$ cat src/rtl/wb_stage_if.sv
// wb_stage_if: MEM-to-WB pipeline bus carrying the memory-stage result into the writeback stage.
//   master : MEM stage, drives every mem_* field
//   slave  : WB stage, samples every mem_* field
interface wb_stage_if;
    logic        mem_valid;
    logic        mem_regwr;
    logic [4:0]  mem_wraddr;
    logic [1:0]  mem_wbsel;
    logic [2:0]  mem_ldtype;
    logic [31:0] mem_aluout;
    logic [31:0] mem_rdata;
    logic [31:0] mem_pc4;
    modport master (output mem_valid, mem_regwr, mem_wraddr, mem_wbsel, mem_ldtype, mem_aluout, mem_rdata, mem_pc4);
    modport slave  (input  mem_valid, mem_regwr, mem_wraddr, mem_wbsel, mem_ldtype, mem_aluout, mem_rdata, mem_pc4);
endinterface

$ cat src/rtl/wb_stage.sv
// wb_stage: MEM/WB pipeline register plus writeback select driving the register-file write port.
//   clk     : clock, all state updates on posedge
//   reset   : asynchronous active-low reset
//   stall   : hold WB register contents
//   flush   : invalidate incoming instruction (beats stall)
//   mem     : MEM-stage bus (valid, regwr, wraddr, wbsel, ldtype, aluout, rdata, pc4)
//   wr/addr3/data3 : register-file write port, also the ID/EX forwarding source
//   wb_valid: WB register holds a real instruction
//   ld_err  : WB instruction is a misaligned load
//   instret : retired-instruction counter
module wb_stage #(
    parameter int INSTRET_W = 32
) (
    input  logic                 clk,
    input  logic                 reset,
    input  logic                 stall,
    input  logic                 flush,
    wb_stage_if.slave            mem,
    output logic                 wr,
    output logic [4:0]           addr3,
    output logic [31:0]          data3,
    output logic                 wb_valid,
    output logic                 ld_err,
    output logic [INSTRET_W-1:0] instret
);
    logic        v;
    logic        regwr;
    logic [4:0]  wraddr;
    logic [1:0]  wbsel;
    logic [2:0]  ldtype;
    logic [31:0] aluout;
    logic [31:0] rdata;
    logic [31:0] pc4;
    logic [1:0]  off;
    logic [7:0]  byte_sel;
    logic [15:0] half_sel;
    logic [31:0] ld_val;
    logic        is_half;
    logic        is_byte;
    logic        misaligned;

    always_ff @(posedge clk or negedge reset) begin
        if (!reset) begin
            v       <= 1'b0;
            regwr   <= 1'b0;
            wraddr  <= '0;
            wbsel   <= '0;
            ldtype  <= '0;
            aluout  <= '0;
            rdata   <= '0;
            pc4     <= '0;
            instret <= '0;
        end else begin
            // The instruction sitting in WB retires when it is allowed to leave.
            if (v && !stall && !flush)
                instret <= instret + 1'b1;
            if (flush) begin
                v <= 1'b0;
            end else if (!stall) begin
                v      <= mem.mem_valid;
                regwr  <= mem.mem_regwr;
                wraddr <= mem.mem_wraddr;
                wbsel  <= mem.mem_wbsel;
                ldtype <= mem.mem_ldtype;
                aluout <= mem.mem_aluout;
                rdata  <= mem.mem_rdata;
                pc4    <= mem.mem_pc4;
            end
        end
    end

    // Load extraction from registered fields only, so outputs never see mem_* combinationally.
    always_comb begin
        off        = aluout[1:0];
        byte_sel   = off[1] ? (off[0] ? rdata[31:24] : rdata[23:16])
                            : (off[0] ? rdata[15:8]  : rdata[7:0]);
        half_sel   = off[1] ? rdata[31:16] : rdata[15:0];
        is_byte    = (ldtype == 3'b001) || (ldtype == 3'b010);
        is_half    = (ldtype == 3'b011) || (ldtype == 3'b100);
        ld_val     = (ldtype == 3'b001) ? {{24{byte_sel[7]}}, byte_sel} :
                     (ldtype == 3'b010) ? {24'h0, byte_sel} :
                     (ldtype == 3'b011) ? {{16{half_sel[15]}}, half_sel} :
                     (ldtype == 3'b100) ? {16'h0, half_sel} : rdata;
        // Unknown load types behave as lw, so they need word alignment too.
        misaligned = (wbsel == 2'b01) &&
                     (is_half ? off[0] : (!is_byte && (off != 2'b00)));
        ld_err     = v && misaligned;
        data3      = (wbsel == 2'b01) ? ld_val : (wbsel == 2'b10) ? pc4 : aluout;
        wr         = v && regwr && (wraddr != 5'd0) && !ld_err;
        addr3      = wraddr;
        wb_valid   = v;
    end
endmodule

$ cat src/flat_wrapper.sv
// flat-port wrapper written by rule: the top's interface ports become plain ports
module wb_stage_flat 
#(
    parameter int INSTRET_W = 32
)
  (clk, reset, stall, flush, wr, addr3, data3, wb_valid, ld_err, instret, mem_mem_valid, mem_mem_regwr, mem_mem_wraddr, mem_mem_wbsel, mem_mem_ldtype, mem_mem_aluout, mem_mem_rdata, mem_mem_pc4);
  wb_stage_if mem_i ();
  input  logic clk;
  input  logic reset;
  input  logic stall;
  input  logic flush;
  output logic wr;
  output logic [4:0] addr3;
  output logic [31:0] data3;
  output logic wb_valid;
  output logic ld_err;
  output logic [INSTRET_W-1:0] instret;
  input wire logic [$bits(mem_i.mem_valid)-1:0] mem_mem_valid;
  input wire logic [$bits(mem_i.mem_regwr)-1:0] mem_mem_regwr;
  input wire logic [$bits(mem_i.mem_wraddr)-1:0] mem_mem_wraddr;
  input wire logic [$bits(mem_i.mem_wbsel)-1:0] mem_mem_wbsel;
  input wire logic [$bits(mem_i.mem_ldtype)-1:0] mem_mem_ldtype;
  input wire logic [$bits(mem_i.mem_aluout)-1:0] mem_mem_aluout;
  input wire logic [$bits(mem_i.mem_rdata)-1:0] mem_mem_rdata;
  input wire logic [$bits(mem_i.mem_pc4)-1:0] mem_mem_pc4;
  assign mem_i.mem_valid = mem_mem_valid;
  assign mem_i.mem_regwr = mem_mem_regwr;
  assign mem_i.mem_wraddr = mem_mem_wraddr;
  assign mem_i.mem_wbsel = mem_mem_wbsel;
  assign mem_i.mem_ldtype = mem_mem_ldtype;
  assign mem_i.mem_aluout = mem_mem_aluout;
  assign mem_i.mem_rdata = mem_mem_rdata;
  assign mem_i.mem_pc4 = mem_mem_pc4;
  wb_stage #(.INSTRET_W(INSTRET_W)) u_core (.clk(clk), .reset(reset), .stall(stall), .flush(flush), .mem(mem_i), .wr(wr), .addr3(addr3), .data3(data3), .wb_valid(wb_valid), .ld_err(ld_err), .instret(instret));
endmodule
$ cat config.mk
export PLATFORM = sky130hd
export DESIGN_NAME = wb_stage_flat
export DESIGN_NICKNAME = d
export VERILOG_FILES = /design/src/rtl/wb_stage_if.sv /design/src/rtl/wb_stage.sv /design/src/flat_wrapper.sv
export SDC_FILE = /design/constraint.sdc
export NUM_CORES = 1
export LEC_CHECK = 0
export BUFFER_PORTS_ARGS = -buffer_cell sky130_fd_sc_hd__buf_2
export CORE_ASPECT_RATIO = 2
export CORE_MARGIN = 5
export CORE_UTILIZATION = 53
export DETAILED_ROUTE_END_ITERATION = 12
export HOLD_SLACK_MARGIN = 0.02
export PLACE_DENSITY = 0.8
export SYNTH_ARGS = -nofsm -noshare
export SYNTH_HDL_FRONTEND = slang
export SYNTH_SLANG_ARGS = --single-unit
export TNS_END_PERCENT = 20
$ cat constraint.sdc
create_clock -name clk -period 3 [get_ports clk]
set_clock_uncertainty 0.1 [all_clocks]
set_input_delay 0.45 -clock clk [delete_from_list [all_inputs] [get_ports clk]]
set_output_delay 0.45 -clock clk [all_outputs]
set_load 0.005 [all_outputs]
# Word-level counts from Yosys, hierarchy flattened
# Cells that the tools add are included.
# classes
bitwise,2
n_eq_ne,7
n_reduce_logical,17
n_div,0
magnitude_cmp,0
shift,0
n_mul,0
muxes,13
addsub,1
# op_table
op,count
$mux W32,6
$add A32 B1 Y32 const B,1
$mux W8,3
$mux W16,1
$logic_and A1 B1 Y1,8
$eq A3 B2 Y1 const B,2
$reduce_bool A5 Y1,1
$logic_not A1 Y1,4
$eq A3 B1 Y1 const B,1
$eq A3 B3 Y1 const B,1
$mux W1,3
$eq A2 B1 Y1 const B,1
$eq A2 B2 Y1 const B,1
$logic_or A1 B1 Y1,2
$ne A2 B1 Y1 const B,1
$not A1 Y1,2
$reduce_and A2 Y1,1
$reduce_bool A2 Y1,1
# word_totals
out_inout_bits,72
reg_bits,140
memories,0
rom_bits,0
latch_bits,0
mem_bits_rw,0
wordCells,49
inputBits,112

# Depth between registers and ports, before layout
# Gate-level depths: netlist of run 1.
# logic_depth
word_depth,9
ltp_mapped,8
ltp_nobuf,6

# Worst setup path after synthesis of run 1
# No wires, ideal clock.
# synth_path
path_kind,register to output
start,register u_core.ldtype[0]
end,output data3[14]
path_stages_with_launch,9
required_ps,2450
arrival_time_ps,1724
path_slack_ps,726
path_buffers,3
cell_sequence,dfrtp_1 buf_2 and3b_1 buf_2 o21ai_2 buf_6 mux2_2 nand2_1 a21oi_1
# synth_between
elab_chain_cells,6
elab_cells_between_ends,9
classes_between,eq/ne: 4; mux: 5
# synth_lines
item,line,rtl
"start, declared",wb_stage.sv:30,logic [2:0] ldtype;
"start signal, assigned",wb_stage.sv:64,ldtype <= mem.mem_ldtype;
$eq A3 B3 Y1,wb_stage.sv:83,"(ldtype == 3'b100) ? {16'h0, half_sel} : rdata;"
$mux W32,wb_stage.sv:83,
$mux W32,wb_stage.sv:82,"(ldtype == 3'b011) ? {{16{half_sel[15]}}, half_sel} :"
$mux W32,wb_stage.sv:81,"(ldtype == 3'b010) ? {24'h0, byte_sel} :"
$mux W32 (*),wb_stage.sv:80,"ld_val = (ldtype == 3'b001) ? {{24{byte_sel[7]}}, byte_sel} :"
$mux W32 (*),wb_stage.sv:88,data3 = (wbsel == 2'b01) ? ld_val : (wbsel == 2'b10) ? pc4 : aluout;
"end, declared",flat_wrapper.sv:14,output logic [31:0] data3;
# Mark *: on every way between the ends. The rest lies on a longest branch, timed or not.

# Final worst setup path of run 1
# layout_path
start,register u_core.aluout[1]
end,output data3[27]
# layout_between
elab_chain_cells,5
elab_cells_between_ends,6
classes_between,mux: 6
# layout_lines
item,line,rtl
"start, declared",wb_stage.sv:31,logic [31:0] aluout;
"start signal, assigned",wb_stage.sv:65,aluout <= mem.mem_aluout;
$mux W16,wb_stage.sv:77,half_sel = off[1] ? rdata[31:16] : rdata[15:0];
$mux W32,wb_stage.sv:82,
$mux W32,wb_stage.sv:81,
$mux W32 (*),wb_stage.sv:80,
$mux W32 (*),wb_stage.sv:88,
# Marked as above.

==> metrics.md, run 1 <==
| Metric | Value |
|---|---|
| Status | complete, no violations |
| DP Wirelength | ~15 mm |
| Cells after Synth | ~570 |
| Synth async-reset ratio | between 90% and 100% |
| Core Rows | 59 |
| Clock buffer depth | 2 |
| Leak pwr | between 4 and 5 nW |
| Crit-path slowest cell | a31oi_4 |
| Chip width | 91.3 microns |
| Final nets | about 860 |
| CP Max Fanout | 24 |
| CTS clk-pin slew, worst paths | roughly 60 ps |
| Detailed Route Iter0 Violations | 268 |
| CP most frequent cell | mux2i_1 |
| Seq/Total Area, Yosys | around half |
| Syn Area/Cell | between 10 and 15 sq um |
| Max-slew violations | 0 |
| Worst path cell trace | mux2i_1 > mux2i_1 > a31oi_4 > o21ai_0 > o221a_2 > buf_2 |
| GRT Total Usage | about a quarter |
| Final ANT Viol Nets | 0 |
| CP endpoint kind | output pin |
| HP Class | primary input to flop |
| Vias per inst | about 5.9 |
| Clock sinks | 140 |
| Final hold vios | 0 |
| Ys flop type | dfrtp_1 |
| DR pass1 iterations | 4 |
| RSZ-0062 raised after global routing | yes |
| Worst Path Buf+Inv | 1 |
| Fraction of layout cells with a size suffix above 1 | 53.0% |
| Number of synthesized register bits | 140 |
| Area delta synth->final | 26.2% |
| Final Setup Violations | 0 |
| Average routed wire per standard cell | roughly 22 microns |
| Tmin final | between 2000 and 3000 ps |
| CTS tree | built |
| Largest net degree at the start of global routing | 100 |
| DRC | 0 |
| Critical path launch point type | flop |
| CTS Buf Count | 17 |
| Detailed Route WL | 20.1 mm |
| Max-Cap Viols | 0 |
| Initial core utilization | ~54% |
| Port-buffer cells | around 180 |
| Top cell family by delay on the critical path | compound AO/OA/AOI/OAI gates |
| Placed Cells | 877 |
| Post-synthesis instance area | between 7000 and 8000 sq um |
| First-pass GRT wire length | roughly 31 mm |
| Crit path DAT | ~2400 ps |
| Most common cell after layout, fill and taps aside | buf_2 |
| Syn_nets | approximately 680 |
| Commonest non-fill, non-tap cells in the layout | buf_2 (182), dfrtp_1 (139), mux2_2 (138) |
| Die area | about 16000 sq um |
| Count of cell types in the netlist | 42 |
| Htree depth | 4 |
| Root Driver | clkbuf_16 |
| Post-synth EDFFs | 0 |
| Synth top area share | 50.0% |
| Peak supply drop | roughly 0.00049 V |
| Total core area | 13000 sq um |
| Synth Warn # | 0 |
| Grt ovf | 0 |
| Least-Margin Pin Slew | about 680 ps |
| Initial antenna violation count | 3 |
| Max frequency | between 300 and 400 MHz |
| RePlAce Congestion | 0.901 |
| Fin util | a little under 70% |
| Top cells by area, synth | dfrtp_1 (50%), mux2_2 (22%), o221a_2 (2.6%) |
| Final Cycle Share | just under 100% |
| Die height | around 170 microns |
| Non-Filler Instances | 913 |
| Synth area leader | dfrtp_1 |
| Slowest Stage Delay on Critical Path | approximately 600 ps |
| CP required | 2450 ps |
| IO Pins | about 180 |
| Via count | around 5400 |
| Vias in the first global route | between 5000 and 6000 |
| Skew-Pair Late Insertion Delay | 410 ps |
| Pwr dens | around 690 nW/um^2 |
| Slew HR | a little over half |
| Kind of critical path | flop to output pin |
[through the flow]
step	area (sq um)	total power [mW]	worst slack [ps]	hold slack (ps)	setup TNS (ps)
after floorplan	7000	3.16	726	54.4	0
final	8840	6.12	17.2	160	0
after global routing	8840	6.38	-56.8	151	-452
after global placement	8130	3.70	239	291	0
after detailed placement	8130	3.75	82.4	295	0
after CTS	8820	6.16	15.6	149	0
[state kept, by name (all words and copies together) (netlist names)]
register / count
u_core.wb_valid: 1
u_core.pc4: 32
u_core.regwr: 1
u_core.addr3: 5
u_core.rdata: 32
u_core.aluout: 32
u_core.wbsel: 2
u_core.instret: 32
u_core.ldtype: 3
[power breakdown]
part	leakage (nW)	internal (mW)	switching [mW]
Combinational	2.10	0.727	0.670
Sequential	1.71	2.12	0.215
Clock	0.321	1.57	0.824
Total	4.12	4.42	1.71
[what timing repair did]
item | CTS | global route
setup buffers | 0 | 0
pin swaps | 0 | 1
endpoints found under the hold margin | 41 | 0
resized for setup | 2 | 5
hold buffers | 1 | 0
setup endpoints to repair | 27 | 28
[worst register-to-register path: cells and delay by family (launching register included)]
family        cells  cell delay, ps
xor+xnor          1             160
simple gates      4            1330
flops             1             430
[cell type report]
cell class                 instances  area (sq um)
multi-input combinational        383          3360
fill                             982          4150
sequential                       140          3500
clock inverter                    14           240
clock buffer                      18           429
tap                              152           190
inverter                           4          15.0
antenna                            3          7.51
timing repair buffer             199          1090
[routing by layer]
layer	global-route usage [%]	routed length, microns	vias to the layer above
li1	-	-	2427
met1	25.6	6550	2660
met2	44.9	11000	211
met4	19.2	1520	0
met3	5.35	981	79
met5	0	0	-
[logic make-up after synthesis]
kind of cell             after synthesis  synth area share, %
multiplexers                         163                 27.0
AO/OA/AOI/OAI                         89                 8.75
buffers and inverters                 42                 2.57
flip-flops                           140                 50.0
adder cells (fa/ha/maj)                1                0.179
XOR/XNOR                              32                 4.00
AND/OR/NAND/NOR                       98                 7.45
[cell usage after synthesis, types with 10 or more instances]
cell type,n
a21oi_1,28
buf_2,12
clkbuf_1,23
dfrtp_1,140
mux2_2,138
mux2i_1,17
nand2_1,33
nand3_1,10
nor2_1,22
o21ai_0,16
o221a_2,16
o22ai_1,14
xnor2_1,20
xor2_1,12
[final timing paths]
path	from	end	slack [ps]	cells past startpoint
setup / recovery	u_core.aluout[1]	data3[27]	20	6
hold / removal	flush	u_core.wb_valid	160	2
setup reg to reg	u_core.wb_valid	u_core.instret[31]	900	5
hold reg to reg	u_core.instret[31]	u_core.instret[31]	360	1
max in group asynchronous	reset	u_core.wbsel[1]	1510	3
min in group asynchronous	reset	u_core.instret[23]	420	2
(Power assumes the default switching activity.)
==> inputs of run 2 (changes only) <==
- CORE_UTILIZATION: 53 -> 40
- PLACE_DENSITY: 0.8 -> unset
==> run 2 against run 1 <==
Global-route usage down 4.9 points. Count of clock-buffer cells in the layout up 2. Core utilization decreased by 17 points. Final cell count up 7.6%. First-iteration DRC count fell by 39%. Register-to-register slack got worse by 50 ps. Critical path depth stayed put. Clock power decreased by 15%. Sequential cell count unchanged. Highest routed layer is now met5.
==> metrics.md, run 2 (synthesis results as in run 1) <==
| Metric | Value |
|---|---|
| FF/Latch Area | 3510 sq um (about the same) |
| RePlAce Congestion | 0.883 (-1.9%) |
| CP endpoint kind | output pin |
| Grt ovf | 0 (unchanged) |
| Initial core utilization | 40.6% (-13 points) |
| Final Cycle Share | 95.7% (-3.7 points) |
| Slowest Stage Delay on Critical Path | 500 ps (-110 ps) |
| First-pass GRT wire length | 33.0 mm (+5.2%) |
| Kind of critical path | flop to output pin |
| Htree depth | 4 (unchanged) |
| Core Rows | 68 (+15%) |
| Final Setup Violations | 0 (unchanged) |
| Commonest non-fill, non-tap cells in the layout | buf_2 (182), mux2_2 (138), dfrtp_1 (137) |
| Least-Margin Pin Slew | 645 ps (-34.1 ps) |
| Initial antenna violation count | 5 (+2) |
| Crit path DAT | 2320 ps (-110 ps) |
| Area delta synth->final | 26.9% |
| Vias per inst | 5.45 (-7.4%) |
| FF-to-FF setup slack | 850 ps (-50 ps) |
| Crit path capture | ld_err |
| GRT Total Usage | 20.6% (-4.9 points) |
| Total core area | 17300 sq um (+33%) |
| Placed Cells | 944 (+7.6%) |
| CTS Buf Count | 17 (unchanged) |
| Root Driver | clkbuf_16 |
| CP required | 2450 ps (about the same) |
| Crit path from | u_core.ldtype[0] |
| Average routed wire per standard cell | 21.6 microns (-1.6%) |
| Critical path launch point type | flop |
| Final ANT Viol Nets | 0 (unchanged) |
| Max-slew violations | 0 (unchanged) |
| Die height | 197 microns (+14%) |
| Non-Filler Instances | 982 (+7.6%) |
| DRC | 0 (unchanged) |
| Max frequency | 348 MHz (+3.9%) |
| Crit-path slowest cell | dfrtp_2 |
| Final hold vios | 0 (unchanged) |
| Fillers | 1574 (+60%) |
| Top cell family by delay on the critical path | simple AND/OR/NAND/NOR gates |
| Clock buffer depth | 2 (unchanged) |
| Setup tns final | 0 ps (unchanged) |
| Final nets | 869 (+1.3%) |
| DP Wirelength | 16.2 mm (+7.6%) |
| Vias in the first global route | 6016 (+1.3%) |
| Port-buffer cells | 183 (unchanged) |
| CP Max Fanout | 10 (-58%) |
| Critical R2R Capture | u_core.instret[31] |
| HP Class | primary input to flop |
| Hold path depth | 2 (unchanged) |
| Detailed Route Iter0 Violations | 163 (-39%) |
| Chip width | 104 microns (+13%) |
| CTS clk-pin slew, worst paths | 60 ps (about the same) |
| RSZ-0062 raised after global routing | no |
| Most common cell after layout, fill and taps aside | buf_2 |
| M3 GR Usage | 6.15% (+0.80 points) |
| Max-Cap Viols | 0 (unchanged) |
| Worst R2R Path Depth | 5 (unchanged) |
| Met1 Usage GRT | 20.7% (-4.9 points) |
| Worst path cell trace | xnor2_1 > or2_2 > nand2b_1 > nor2_1 > and2_1 > buf_2 |
| Met2 Use GR | 35.7% (-9.2 points) |
| Pwr dens | 652 nW/um^2 (-5.9%) |
| Fin util | 51.5% (-17 points) |
| Peak supply drop | 0.000309 V (-37%) |
| Detailed Route WL | 21.2 mm (+5.9%) |
| Via count | 5353 (-0.45%) |
| Largest net degree at the start of global routing | 68 (-32%) |
| IO Pins | 184 (unchanged) |
| Number of stages on the worst setup path | 6 (unchanged) |
| DR pass1 iterations | 5 (+1) |
| CTS tree | built |
| Slew HR | 57.0% (+2.3 points) |
| Skew-Pair Late Insertion Delay | 420 ps (about the same) |
| Fraction of layout cells with a size suffix above 1 | 53.9% (+0.87 points) |
| Status | complete, no violations |
| Leak pwr | 4.12 nW (-0.17%) |
| FF-to-FF Start | u_core.wb_valid |
| Worst Path Buf+Inv | 1 (unchanged) |
| Busiest grt layer | met2 |
| Die area | 20400 sq um (+30%) |
| Tmin final | 2870 ps (-112 ps) |
| Clock sinks | 140 (unchanged) |
| Area of the multi-input gates | 3380 sq um (+0.71%) |
run 2: routing by layer:
| layer | routed length, microns | share of wire [%] |
|---|---|---|
| met5 | 11 | 0.052 |
| met2 | 11300 | 53 |
| met1 | 7280 | 34 |
| met3 | 1140 | 5.3 |
| met4 | 1530 | 7.2 |
run 2: how the worst min path moves through the flow:
stage	start	endpoint	slack, ps
floorplan	reset	u_core.addr3[0]	50
global placement	u_core.instret[31]	u_core.instret[31]	360
detailed placement	u_core.instret[25]	u_core.instret[25]	380
CTS	flush	u_core.wb_valid	140
global route	flush	u_core.wb_valid	140
finish	flush	u_core.wb_valid	160
run 2: final cells by class:
class / count / share of cell area [%]
multi-input combinational: 384 / 38.0
timing repair buffer: 209 / 12.9
clock inverter: 11 / 1.37
inverter: 4 / 0.169
tap: 210 / 2.96
sequential: 140 / 39.5
antenna: 4 / 0.113
clock buffer: 20 / 5.02
run 2: stage by stage:
step | cell area [sq um] | hold slack (ps) | setup WS [ps] | power [mW]
global route | 8890 | 143 | 11.3 | 6.09
floorplan | 7000 | 54.4 | 726 | 3.16
detailed placement | 8240 | 375 | -63.0 | 3.77
global placement | 8240 | 356 | 117 | 3.74
CTS | 8830 | 136 | -38.0 | 5.85
finish | 8890 | 156 | 129 | 5.80
run 2: report_power, final:
group | switching (mW) | internal (mW)
Clock | 0.800 | 1.24
Sequential | 0.228 | 2.12
Combinational | 0.664 | 0.744
Total | 1.69 | 4.11
run 2: repair_timing:
item | in CTS | in global routing
cloned | 0 | 1
gates resized for setup | 10 | 6
setup endpoints to repair | 25 | 28
hold endpoints to repair | 63 | 0
hold buffers | 1 | 0
pin swaps | 0 | 2
buffers inserted | 0 | 1
